**src/rtl/sw_reg_r_bank.sv**
```systemverilog
// Software-readable multi-channel register bank on Wishbone with freeze/snapshot view and sticky update flags.
// Optional build macro SW_REG_R_BANK_ERR_EN: illegal writes and unmapped offsets answer with wb_err_o.
module sw_reg_r_bank #(
   parameter logic [31:0] C_BASEADDR  = 32'h0000_0000,
   parameter logic [31:0] C_HIGHADDR  = 32'h0000_007F,
   parameter int unsigned C_NUM_REGS  = 4,
   parameter int unsigned C_REG_WIDTH = 32
) (
   input  logic                              wb_clk_i,
   input  logic                              wb_rst_i,
   input  logic [C_NUM_REGS*C_REG_WIDTH-1:0] fabric_data_in,
   input  logic [C_NUM_REGS-1:0]             fabric_valid,
   input  logic                              wb_cyc_i,
   input  logic                              wb_stb_i,
   input  logic                              wb_we_i,
   input  logic [3:0]                        wb_sel_i,
   input  logic [31:0]                       wb_adr_i,
   input  logic [31:0]                       wb_dat_i,
   output logic [31:0]                       wb_dat_o,
   output logic                              wb_ack_o,
   output logic                              wb_err_o,
   output logic                              snap_active_o
);

   localparam int unsigned N        = C_NUM_REGS;
   localparam int unsigned W        = C_REG_WIDTH;
   localparam logic [29:0] OFF_CTRL = 30'(N);
   localparam logic [29:0] OFF_STAT = 30'(N + 1);
   localparam logic [31:0] SPAN     = C_HIGHADDR - C_BASEADDR;

   logic [W-1:0]  live_q [N];
   logic [W-1:0]  live_d [N];
   logic [W-1:0]  view_q [N];
   logic [W-1:0]  view_d [N];
   logic [N-1:0]  upd_q, upd_d;
   logic          freeze_q, freeze_d;
   logic          ack_q, ack_d;
   logic          err_q, err_d;
   logic [31:0]   dat_q, dat_d;

   logic [31:0]   rel_c;
   logic [29:0]   off_c;
   logic          req_c, accept_c, mapped_c, ctrl_wr_c, snap_c, err_resp_c;
   logic [31:0]   rd_data_c;
   logic          unused_c;

   // Out-of-window addresses wrap to a large relative offset, so one compare covers both bounds.
   assign rel_c     = wb_adr_i - C_BASEADDR;
   assign off_c     = rel_c[31:2];
   assign req_c     = wb_cyc_i & wb_stb_i & (rel_c <= SPAN);
   assign accept_c  = req_c & ~ack_q & ~err_q;
   assign mapped_c  = (off_c <= OFF_STAT);
   assign ctrl_wr_c = accept_c & wb_we_i & (off_c == OFF_CTRL) & wb_sel_i[0];
   assign snap_c    = ctrl_wr_c & wb_dat_i[1];
   assign unused_c  = ^{wb_sel_i[3:1], wb_dat_i[31:2], rel_c[1:0]};

`ifdef SW_REG_R_BANK_ERR_EN
   assign err_resp_c = ~mapped_c | (wb_we_i & (off_c != OFF_CTRL));
`else
   assign err_resp_c = 1'b0;
`endif

   // Next-state for channel storage, flags and the bus response.
   always_comb begin
      upd_d     = (snap_c ? '0 : upd_q) | fabric_valid;
      freeze_d  = ctrl_wr_c ? wb_dat_i[0] : freeze_q;
      rd_data_c = '0;
      for (int unsigned i = 0; i < N; i++) begin
         live_d[i] = fabric_valid[i] ? fabric_data_in[i*W +: W] : live_q[i];
         view_d[i] = view_q[i];
         if (!freeze_q)
            view_d[i] = live_d[i];
         else if (snap_c)
            view_d[i] = live_q[i];
      end
      if (!wb_we_i) begin
         if (off_c == OFF_CTRL)
            rd_data_c = 32'(freeze_q);
         else if (off_c == OFF_STAT)
            rd_data_c = 32'(upd_q);
         else
            for (int unsigned i = 0; i < N; i++)
               if (off_c == 30'(i))
                  rd_data_c = 32'(view_d[i]);
      end
      ack_d = accept_c & ~err_resp_c;
      err_d = accept_c & err_resp_c;
      dat_d = accept_c ? rd_data_c : dat_q;
   end

   always_ff @(posedge wb_clk_i) begin
      if (wb_rst_i) begin
         for (int unsigned i = 0; i < N; i++) begin
            live_q[i] <= '0;
            view_q[i] <= '0;
         end
         upd_q    <= '0;
         freeze_q <= 1'b0;
         ack_q    <= 1'b0;
         err_q    <= 1'b0;
         dat_q    <= '0;
      end else begin
         for (int unsigned i = 0; i < N; i++) begin
            live_q[i] <= live_d[i];
            view_q[i] <= view_d[i];
         end
         upd_q    <= upd_d;
         freeze_q <= freeze_d;
         ack_q    <= ack_d;
         err_q    <= err_d;
         dat_q    <= dat_d;
      end
   end

   assign wb_dat_o      = dat_q;
   assign wb_ack_o      = ack_q;
   assign wb_err_o      = err_q;
   assign snap_active_o = freeze_q;

endmodule
```
**config.mk**
```make
export PLATFORM = sky130hd
export DESIGN_NAME = sw_reg_r_bank
export DESIGN_NICKNAME = d
export VERILOG_FILES = /design/src/rtl/sw_reg_r_bank.sv
export SDC_FILE = /design/constraint.sdc
export NUM_CORES = 1
export LEC_CHECK = 0
export ABC_AREA = 0
export BUFFER_PORTS_ARGS = -buffer_cell sky130_fd_sc_hd__buf_2
export CORE_ASPECT_RATIO = 1.75
export CORE_MARGIN = 2
export CORE_UTILIZATION = 52
export DETAILED_ROUTE_END_ITERATION = 10
export MAX_ROUTING_LAYER = met4
export PLACE_DENSITY = 0.75
export SLEW_MARGIN = 20
export SYNTH_ARGS = -nofsm -noshare
export SYNTH_HDL_FRONTEND = slang
export SYNTH_SLANG_ARGS = --single-unit
```
**constraint.sdc**
```tcl
create_clock -name wb_clk_i -period 6.1 [get_ports wb_clk_i]
set_input_delay 0.915 -clock wb_clk_i [delete_from_list [all_inputs] [get_ports wb_clk_i]]
set_output_delay 0.915 -clock wb_clk_i [all_outputs]
set_load 0.02 [all_outputs]
```
After elaboration in Yosys (flattened, before gate mapping)
Memories as Yosys holds them, arrays and structs flattened.
Index checks and enable logic that the tools add are counted.
{"block": "totals", "mem_count": 2, "ff_bits": 38, "mem_bits_rw": 256, "elab_cells": 61, "out_inout_bits": 35, "input_bits": 205}
{"memory": "live_q", "depth": 4, "width": 32, "rd": 4, "rd_clocked_by_memory_dff": 0, "write_ports": 4, "line": "31", "rtl": "logic [W-1:0] live_q [N];"}
{"memory": "view_q", "depth": 4, "width": 32, "rd": 4, "rd_clocked_by_memory_dff": 0, "write_ports": 4, "line": "33", "rtl": "logic [W-1:0] view_q [N];"}
{"block": "classes", "n_reduce_logical": 1, "eq_ne": 5, "n_bitwise": 17, "n_lt_le_gt_ge": 1, "muxes": 31}
{"cell": "$mux W32", "n": 27}
{"cell": "$eq A30 B2 Y1 const B", "n": 2}
{"cell": "$eq A30 B3 Y1 const B", "n": 2}
{"cell": "$le A32 B7 Y1 const B", "n": 1}
{"cell": "$eq A30 B1 Y1 const B", "n": 1}
{"cell": "$logic_not A30 Y1", "n": 1}
{"cell": "$or A1 B1 Y1", "n": 8}
{"cell": "$and A1 B1 Y1", "n": 7}
{"cell": "$mux W4", "n": 1}
{"cell": "$or A4 B4 Y4", "n": 1}
{"cell": "$mux W1", "n": 3}
{"cell": "$not A1 Y1", "n": 1}

Longest topological paths before layout
Gate-level depths: netlist of the first run.
{"block": "logic_depth", "depth_word": 16, "mapped_depth": 12, "depth_no_buf": 7}

Least setup slack after synthesis of the first run
Ideal clock, no wire load.
{"block": "synth_timing", "path_kind": "input-to-reg", "start": "in wb_adr_i[24]", "end": "reg dat_q[27], in the netlist wb_dat_o[27]", "arrival_ns": 3.043, "slack_ns": 2.938, "setup_ns": 0.120, "path_buffers": 4, "required_time_ns": 5.980, "stages": 11, "path_cell_list": "nor4_1 nand4_2 or4_1 clkbuf_1 buf_6 buf_2 buf_2 nand2_1 nand3_1 a32oi_1 o21bai_1"}
{"block": "synth_via", "elab_chain_cells": 16, "elab_cells_between_ends": 28, "cone_classes": "1 x order compare; 5 x eq/ne; 15 x mux; 6 x bitwise; 1 x reduce/logical"}
{"element": "start, declared", "line": "17", "rtl": "input logic [31:0] wb_adr_i,"}
{"element": "$le A32 B7 Y1", "line": "50", "rtl": "assign req_c = wb_cyc_i & wb_stb_i & (rel_c <= SPAN);"}
{"element": "$and A1 B1 Y1", "line": "50"}
{"element": "$and A1 B1 Y1", "line": "51", "rtl": "assign accept_c = req_c & ~ack_q & ~err_q;"}
{"element": "$and A1 B1 Y1 (3 in series)", "line": "53", "rtl": "assign ctrl_wr_c = accept_c & wb_we_i & (off_c == OFF_CTRL) & wb_sel_i[0];"}
{"element": "$and A1 B1 Y1", "line": "54", "rtl": "assign snap_c = ctrl_wr_c & wb_dat_i[1];"}
{"element": "$mux W32", "line": "73", "rtl": "else if (snap_c)"}
{"element": "$mux W32", "line": "71", "rtl": "if (!freeze_q)"}
{"element": "$mux W32 (4 in series)", "line": "83", "rtl": "if (off_c == 30'(i))"}
{"element": "$mux W32", "line": "79", "rtl": "else if (off_c == OFF_STAT)"}
{"element": "$mux W32", "line": "77", "rtl": "if (off_c == OFF_CTRL)"}
{"element": "$mux W32", "line": "76", "rtl": "if (!wb_we_i) begin"}
{"element": "end signal, assigned", "line": "111", "rtl": "dat_q <= dat_d;"}
{"element": "end, declared", "line": "39", "rtl": "logic [31:0] dat_q, dat_d;"}
Parallel ways exist; a longest one is shown, timed or not.
A chain may end at the register's enable or synchronous reset.

Worst setup path in the final report of the first run
{"block": "layout_timing", "start": "in wb_adr_i[23]", "end": "reg dat_q[1], in the netlist wb_dat_o[1]"}
The elaborated chain is that of the path after synthesis.

==> results_dict.tcl, run 1 <==
set metrics [dict create \
    nNetsFinal 1841 \
    syn-num-nets 1715 \
    crit_cells 9 \
    start_util_pct 52.6 \
    grt.total_usage_pct 28.7 \
    area_growth_pct 15.1 \
    ys_seq_area_share_pct 44.3 \
    clkTransAtPathRegs_ns 0.07 \
    min-delay-start "wb_dat_o[29]$_SDFFE_PP0N_" \
    ios 240 \
    synth.cell_area_sq_um 13300 \
    setup_viol 0 \
    worst-setup-path-type "primary input to flip-flop" \
    ctsHoldBuffers 0 \
    grt_pass1_vias 11400 \
    leakage_nw 6.58 \
    async_flop_share_pct 0 \
    syn_inst 1510 \
    power_mw 4.17 \
    ir_worst_vdd_v 0.000242 \
    cp-end-kind "flip-flop" \
    status "finished, final reports clean" \
    rows 77 \
    final_cell_area_sq_um 15300 \
    worstPathCellList "buf_2 > nor4_1 > nand4_2 > or4_4 > buf_4 > mux2i_1 > mux2i_1 > a2111oi_0 > nor3_1" \
    r2r_cells 8 \
    gp_congestion 0.884 \
    post-route-drc-count 0 \
    synth_enable_flop_cells 0 \
    die_w_um 125 \
    drt_iter0_drc 885 \
    tightest_slew_ns 0.958 \
    slowest_delay_ns 1.08 \
    fin_skew_ns 0.0205 \
    ctsResizeCount 0 \
    worstPathRequired_ns 6.49 \
    crit_path_top_delay_cell "or4_4" \
    wl_per_cell_um 19.7 \
    io_buffers 203 \
    holdPathStages 2 \
    finalHoldViolCount 0 \
    viasPerCell 5.97 \
    crit_family "simple AND/OR/NAND/NOR gates" \
    grt_pass1_wl_um 60500 \
    worst-path-max-fanout 71 \
    clk_latency_ns 0.55 \
    cts_setup_buffers 0 \
    regToRegSetupSlack_ns 2.48 \
    final_common_cell "dfxtp_1" \
    drv_cap 0 \
    timing.final.crit_share_pct 64.0 \
    root_buffer "clkbuf_16" \
    overflow 0 \
    rsz0062_at_grt "false" \
    crit_arrival_ns 4.29 \
    dieArea_sq_um 26900 \
    fmax_mhz 256 \
    cp_num_buf_inv 2 \
    tritoncts "built" \
    wl_um 39000 \
    r2r_end "wb_dat_o[1]$_SDFFE_PP0N_" \
    min_period_ns 3.90 \
    clk_path_buf_depth 3 \
    drive_gt1_share_pct 17.9 \
    dp_hpwl_um 25500 \
    die_y_um 215 \
    dr.pass1.iters 6 \
    p_per_area_nw_per_um2 273 \
    min_to "wb_dat_o[29]$_SDFFE_PP0N_" \
    grt_max_degree 121 \
    synth_flop_cell "dfxtp_1" \
    cts_inserted_buffers 27 \
    synth_seq_cells 294 \
    crit_path_start_kind "primary input" \
    slew_viol_final 0 \
    nFillCells 2262 \
    h-tree-depth 1 \
    cpMostUsedCell "mux2i_1" \
    finalSetupTns_ns 0 \
    dr_total_vias 11800 \
    ys_types 55 \
    place_area_sq_um 14400 \
    core_sq_um 25200 \
    cts.sinks 294 \
    ys_warn_count 0 \
    slew_headroom_pct 36.1 \
    hold_path.class "flip-flop to flip-flop" \
    final_cell_mix "dfxtp_1 (293), nand2_1 (220), buf_2 (202)" \
    final_antenna_net_count 0 \
    antenna_found_initial 1 \
    synth.avg_cell_area_sq_um 8.80 \
    r2r-start "wb_ack_o$_SDFF_PP0_" \
]
## power by group
group	total [mW]	leakage [nW]	switching [mW]	internal [mW]
Sequential	2.06	2.42	0.0382	2.02
Clock	1.75	0.453	0.746	1.00
Combinational	0.365	3.71	0.207	0.159
Total	4.17	6.58	0.991	3.18
## registers in the layout, indices dropped and copies added (netlist names)
signal / count
wb_dat_o: 32
wb_ack_o: 1
snap_active_o: 1
upd_q: 4
live_q: 128
view_q: 128
## cells in the mapped netlist (10+ instances only)
library cell,instances,share of area (%)
a32oi_1,19,1.3
nand2b_1,21,0.99
dfxtp_1,294,44
clkbuf_1,97,2.7
a22oi_1,20,1.1
mux2i_1,177,13
a211o_1,15,0.99
a21oi_1,47,1.8
o21bai_1,15,0.85
a211oi_1,13,0.73
and2_1,78,3.7
a221oi_1,10,0.66
o21ai_0,15,0.57
nor3_1,23,0.87
nor2b_1,41,1.9
buf_1,12,0.34
nand3_1,46,1.7
a41oi_1,18,1.2
nor2_1,178,5.0
buf_2,14,0.53
a311oi_1,40,2.6
nand2_1,220,6.2
## final cells by class
class	count	area [sq um]	area share [%]
inverter	2	10.0	0.0655
multi-input combinational	1084	6870	44.9
sequential	294	5890	38.5
clock inverter	10	110	0.720
clock buffer	40	805	5.26
antenna	1	2.50	0.0164
timing repair buffer	227	1200	7.88
tap	316	395	2.59
## worst max-delay path by stage
stage                 startpoint                        end  slack (ns)
finish              wb_adr_i[23]   wb_dat_o[1]$_SDFFE_PP0N_        2.20
global route        wb_adr_i[24]   wb_dat_o[1]$_SDFFE_PP0N_        1.96
CTS                 wb_adr_i[24]   wb_dat_o[1]$_SDFFE_PP0N_        2.23
detailed placement  wb_adr_i[24]   wb_dat_o[1]$_SDFFE_PP0N_        1.68
global placement    wb_adr_i[24]   wb_dat_o[1]$_SDFFE_PP0N_        1.80
floorplan           wb_adr_i[24]  wb_dat_o[27]$_SDFFE_PP0N_        2.94
## kinds of logic after synthesis
family          share of synthesized area [%]
other cells                            0.0282
buf+inv                                  4.13
flops                                    44.3
simple gates                             22.8
compound gates                           15.2
mux                                      13.6
## stage by stage
| step | setup slack (ns) | hold WS (ns) | instances | utilization [%] |
|---|---|---|---|---|
| finish | 2.20 | 0.456 | 1974 | 60.6 |
| global placement | 1.80 | 0.439 | 1923 | 56.9 |
| global route | 1.96 | 0.471 | 1974 | 60.6 |
| floorplan | 2.94 | 0.453 | 1510 | - |
| CTS | 2.23 | 0.459 | 1973 | 60.6 |
| detailed placement | 1.68 | 0.443 | 1923 | 56.9 |
## layer usage
layer / wire [um] / vias to the layer above / GRT usage (%)
met5: 0 / - / -
li1: - / 5602 / -
met4: 1980 / 0 / 14.1
met2: 19800 / 416 / 50.3
met1: 15100 / 5698 / 32.4
met3: 2100 / 72 / 3.40
## worst min-delay path, delay by kind of cell (launching register included)
kind             cells  cell delay, ns
AND/OR/NAND/NOR      1            0.05
AO/OA/AOI/OAI        1            0.05
flip-flops           1            0.31
Note: power is estimated with default switching activity, not from simulation.
==> inputs of run 2 (changes only) <==
--- a/config.mk
+++ b/config.mk
@@ -9,10 +9,10 @@
 export BUFFER_PORTS_ARGS = -buffer_cell sky130_fd_sc_hd__buf_2
 export CORE_ASPECT_RATIO = 1.75
 export CORE_MARGIN = 2
-export CORE_UTILIZATION = 52
+export CORE_UTILIZATION = 51
 export DETAILED_ROUTE_END_ITERATION = 10
 export MAX_ROUTING_LAYER = met4
-export PLACE_DENSITY = 0.75
+export PLACE_DENSITY = 0.77
 export SLEW_MARGIN = 20
 export SYNTH_ARGS = -nofsm -noshare
 export SYNTH_HDL_FRONTEND = slang
==> constraint.sdc (replaced) <==
create_clock -name wb_clk_i -period 3.5 [get_ports wb_clk_i]
set_input_delay 0.525 -clock wb_clk_i [delete_from_list [all_inputs] [get_ports wb_clk_i]]
set_output_delay 0.525 -clock wb_clk_i [all_outputs]
set_load 0.02 [all_outputs]
==> run 2 against run 1 <==
Compared with the run above:
- design area up 2.0%
- combinational power up 80%
- sequential share of layout area down 0.77 points
- clock skew down 0.0092 ns
- hold slack worse by 0.22 ns
- via count up 0.57%
- first-iteration DRC count down 21%
- power up 73%
- clock power up 69%
- die area up 1.9%
- cell count up 1.7%
- count of clock-buffer cells in the layout down 2
- critical endpoint is now wb_dat_o[14]$_SDFFE_PP0N_
- largest power group unchanged
==> results_dict.tcl, run 2 (synthesis gave the netlist of run 1 again) <==
set metrics [dict create \
    dieArea_sq_um 27400 \
    power_frac_comb_pct 9.1 \
    p_sw_mw 1.72 \
    cts.sinks 294 \
    area_growth_pct 17.4 \
    swShare_pct 23.9 \
    clkTransAtPathRegs_ns 0.07 \
    setup_viol 0 \
    post-route-drc-count 0 \
    grt_max_degree 148 \
    nNetsFinal 1870 \
    worst-path-max-fanout 10 \
    rows 78 \
    final_cell_mix "dfxtp_1 (293), nand2_1 (220), buf_2 (202)" \
    regArea_sq_um 5890 \
    dp_hpwl_um 27100 \
    crit_path_start "wb_adr_i[17]" \
    viasPerCell 5.91 \
    p_per_area_nw_per_um2 462 \
    cts_inserted_buffers 27 \
    die_y_um 218 \
    hold_path.class "primary input to flip-flop" \
    crit_arrival_ns 3.55 \
    ctsHoldBuffers 0 \
    nFillCells 2268 \
    power_frac_seq_pct 49.8 \
    clkPwrFrac_pct 41.1 \
    grt_pass1_vias 11400 \
    die_w_um 126 \
    clk_latency_ns 0.54 \
    grt.total_usage_pct 28.7 \
    holdPathStages 3 \
    worstPathRequired_ns 3.96 \
    slew_viol_final 0 \
    regToRegSetupSlack_ns 0.78 \
    h-tree-depth 1 \
    drt_iter0_drc 698 \
    r2r_cells 8 \
    p_int_mw 5.48 \
    timing.final.crit_share_pct 88.4 \
    drv_cap 0 \
    rsz0062_at_grt "false" \
    root_buffer "clkbuf_16" \
    ctsResizeCount 0 \
    clk_path_buf_depth 3 \
    dr.pass1.iters 5 \
    tightest_slew_ns 1.05 \
    power_mw 7.20 \
    wl_per_cell_um 19.6 \
    ios 240 \
    multi_input_area_sq_um 6870 \
    overflow 0 \
    wl_um 39300 \
    ir_worst_vdd_v 0.000521 \
    crit_path_start_kind "primary input" \
    r2r-start "wb_ack_o$_SDFF_PP0_" \
    fmax_mhz 323 \
    slew_headroom_pct 29.9 \
    leakage_nw 6.75 \
    final_common_cell "dfxtp_1" \
    gp_congestion 0.905 \
    min_period_ns 3.09 \
    io_buffers 203 \
    antenna_found_initial 2 \
    dr_total_vias 11900 \
    worst-setup-path-type "primary input to flip-flop" \
    cp-end-kind "flip-flop" \
    cts_setup_buffers 0 \
    endpoint "wb_dat_o[14]$_SDFFE_PP0N_" \
    start_util_pct 51.6 \
    drive_gt1_share_pct 19.2 \
    core_sq_um 25800 \
    fin_skew_ns 0.0113 \
    final_antenna_net_count 0 \
    finalSetupTns_ns 0 \
    finalHoldViolCount 0 \
    status "finished, final reports clean" \
    grt_pass1_wl_um 61000 \
    tritoncts "built" \
    r2r_end "wb_dat_o[24]$_SDFFE_PP0N_" \
]
==> run 2: worst max-delay path: stages <==
cell	delay [ns]
buf_2	0.10
nor4_1	0.67
nand2_1	0.53
nor3_2	0.46
nand2_1	0.19
o32ai_1	0.77
a221oi_1	0.10
o21ai_0	0.20
==> run 2: final cells by class <==
class | instances | area share (%)
Antenna cell | 2 | 0.0321
Clock buffer | 38 | 4.92
Clock inverter | 11 | 0.706
Inverter | 2 | 0.0642
Multi-Input combinational cell | 1084 | 44.0
Sequential cell | 294 | 37.7
Tap cell | 320 | 2.57
Timing Repair Buffer | 256 | 9.92
==> run 2: worst min path at each step <==
stage / startpoint / endpoint / slack, ns
after detailed placement: wb_dat_o[28]$_SDFFE_PP0N_ / wb_dat_o[28]$_SDFFE_PP0N_ / 0.44
after floorplan: view_q[1][1]$_SDFF_PP0_ / view_q[1][1]$_SDFF_PP0_ / 0.45
after global placement: wb_dat_o[10]$_SDFFE_PP0N_ / wb_dat_o[10]$_SDFFE_PP0N_ / 0.44
final: fabric_data_in[84] / live_q[2][20]$_SDFF_PP0_ / 0.24
after CTS: fabric_data_in[84] / live_q[2][20]$_SDFF_PP0_ / 0.22
after global routing: fabric_data_in[12] / live_q[0][12]$_SDFF_PP0_ / 0.25
==> run 2: power by group through the flow <==
| stage | Sequential (mW) | Combinational, mW | Clock [mW] |
|---|---|---|---|
| after CTS | 3.59 | 0.656 | 3.01 |
| after floorplan | 3.64 | 0.427 | 0 |
| after global routing | 3.60 | 0.724 | 3.13 |
| after global placement | 3.65 | 0.633 | 0 |
| final | 3.59 | 0.656 | 2.96 |
| after detailed placement | 3.66 | 0.653 | 0 |
==> run 2: metrics by stage <==
| stage | setup slack [ns] | utilization [%] | cells | cell area (sq um) | hold slack (ns) |
|---|---|---|---|---|---|
| floorplan | 0.728 | - | 1510 | 13300 | 0.453 |
| global placement | 0.133 | 57.1 | 1956 | 14700 | 0.437 |
| detailed placement | 0.00395 | 57.1 | 1956 | 14700 | 0.437 |
| CTS | 0.561 | 60.5 | 2005 | 15600 | 0.220 |
| global route | 0.396 | 60.6 | 2007 | 15600 | 0.250 |
| finish | 0.405 | 60.6 | 2007 | 15600 | 0.237 |
==> run 2: routing by layer <==
metal	up-vias	wire length (um)	global-route usage, %
li1	5655	-	-
met2	415	20100	50.2
met5	-	0	-
met1	5691	14800	31.4
met4	0	2510	16.8
met3	94	1910	2.82
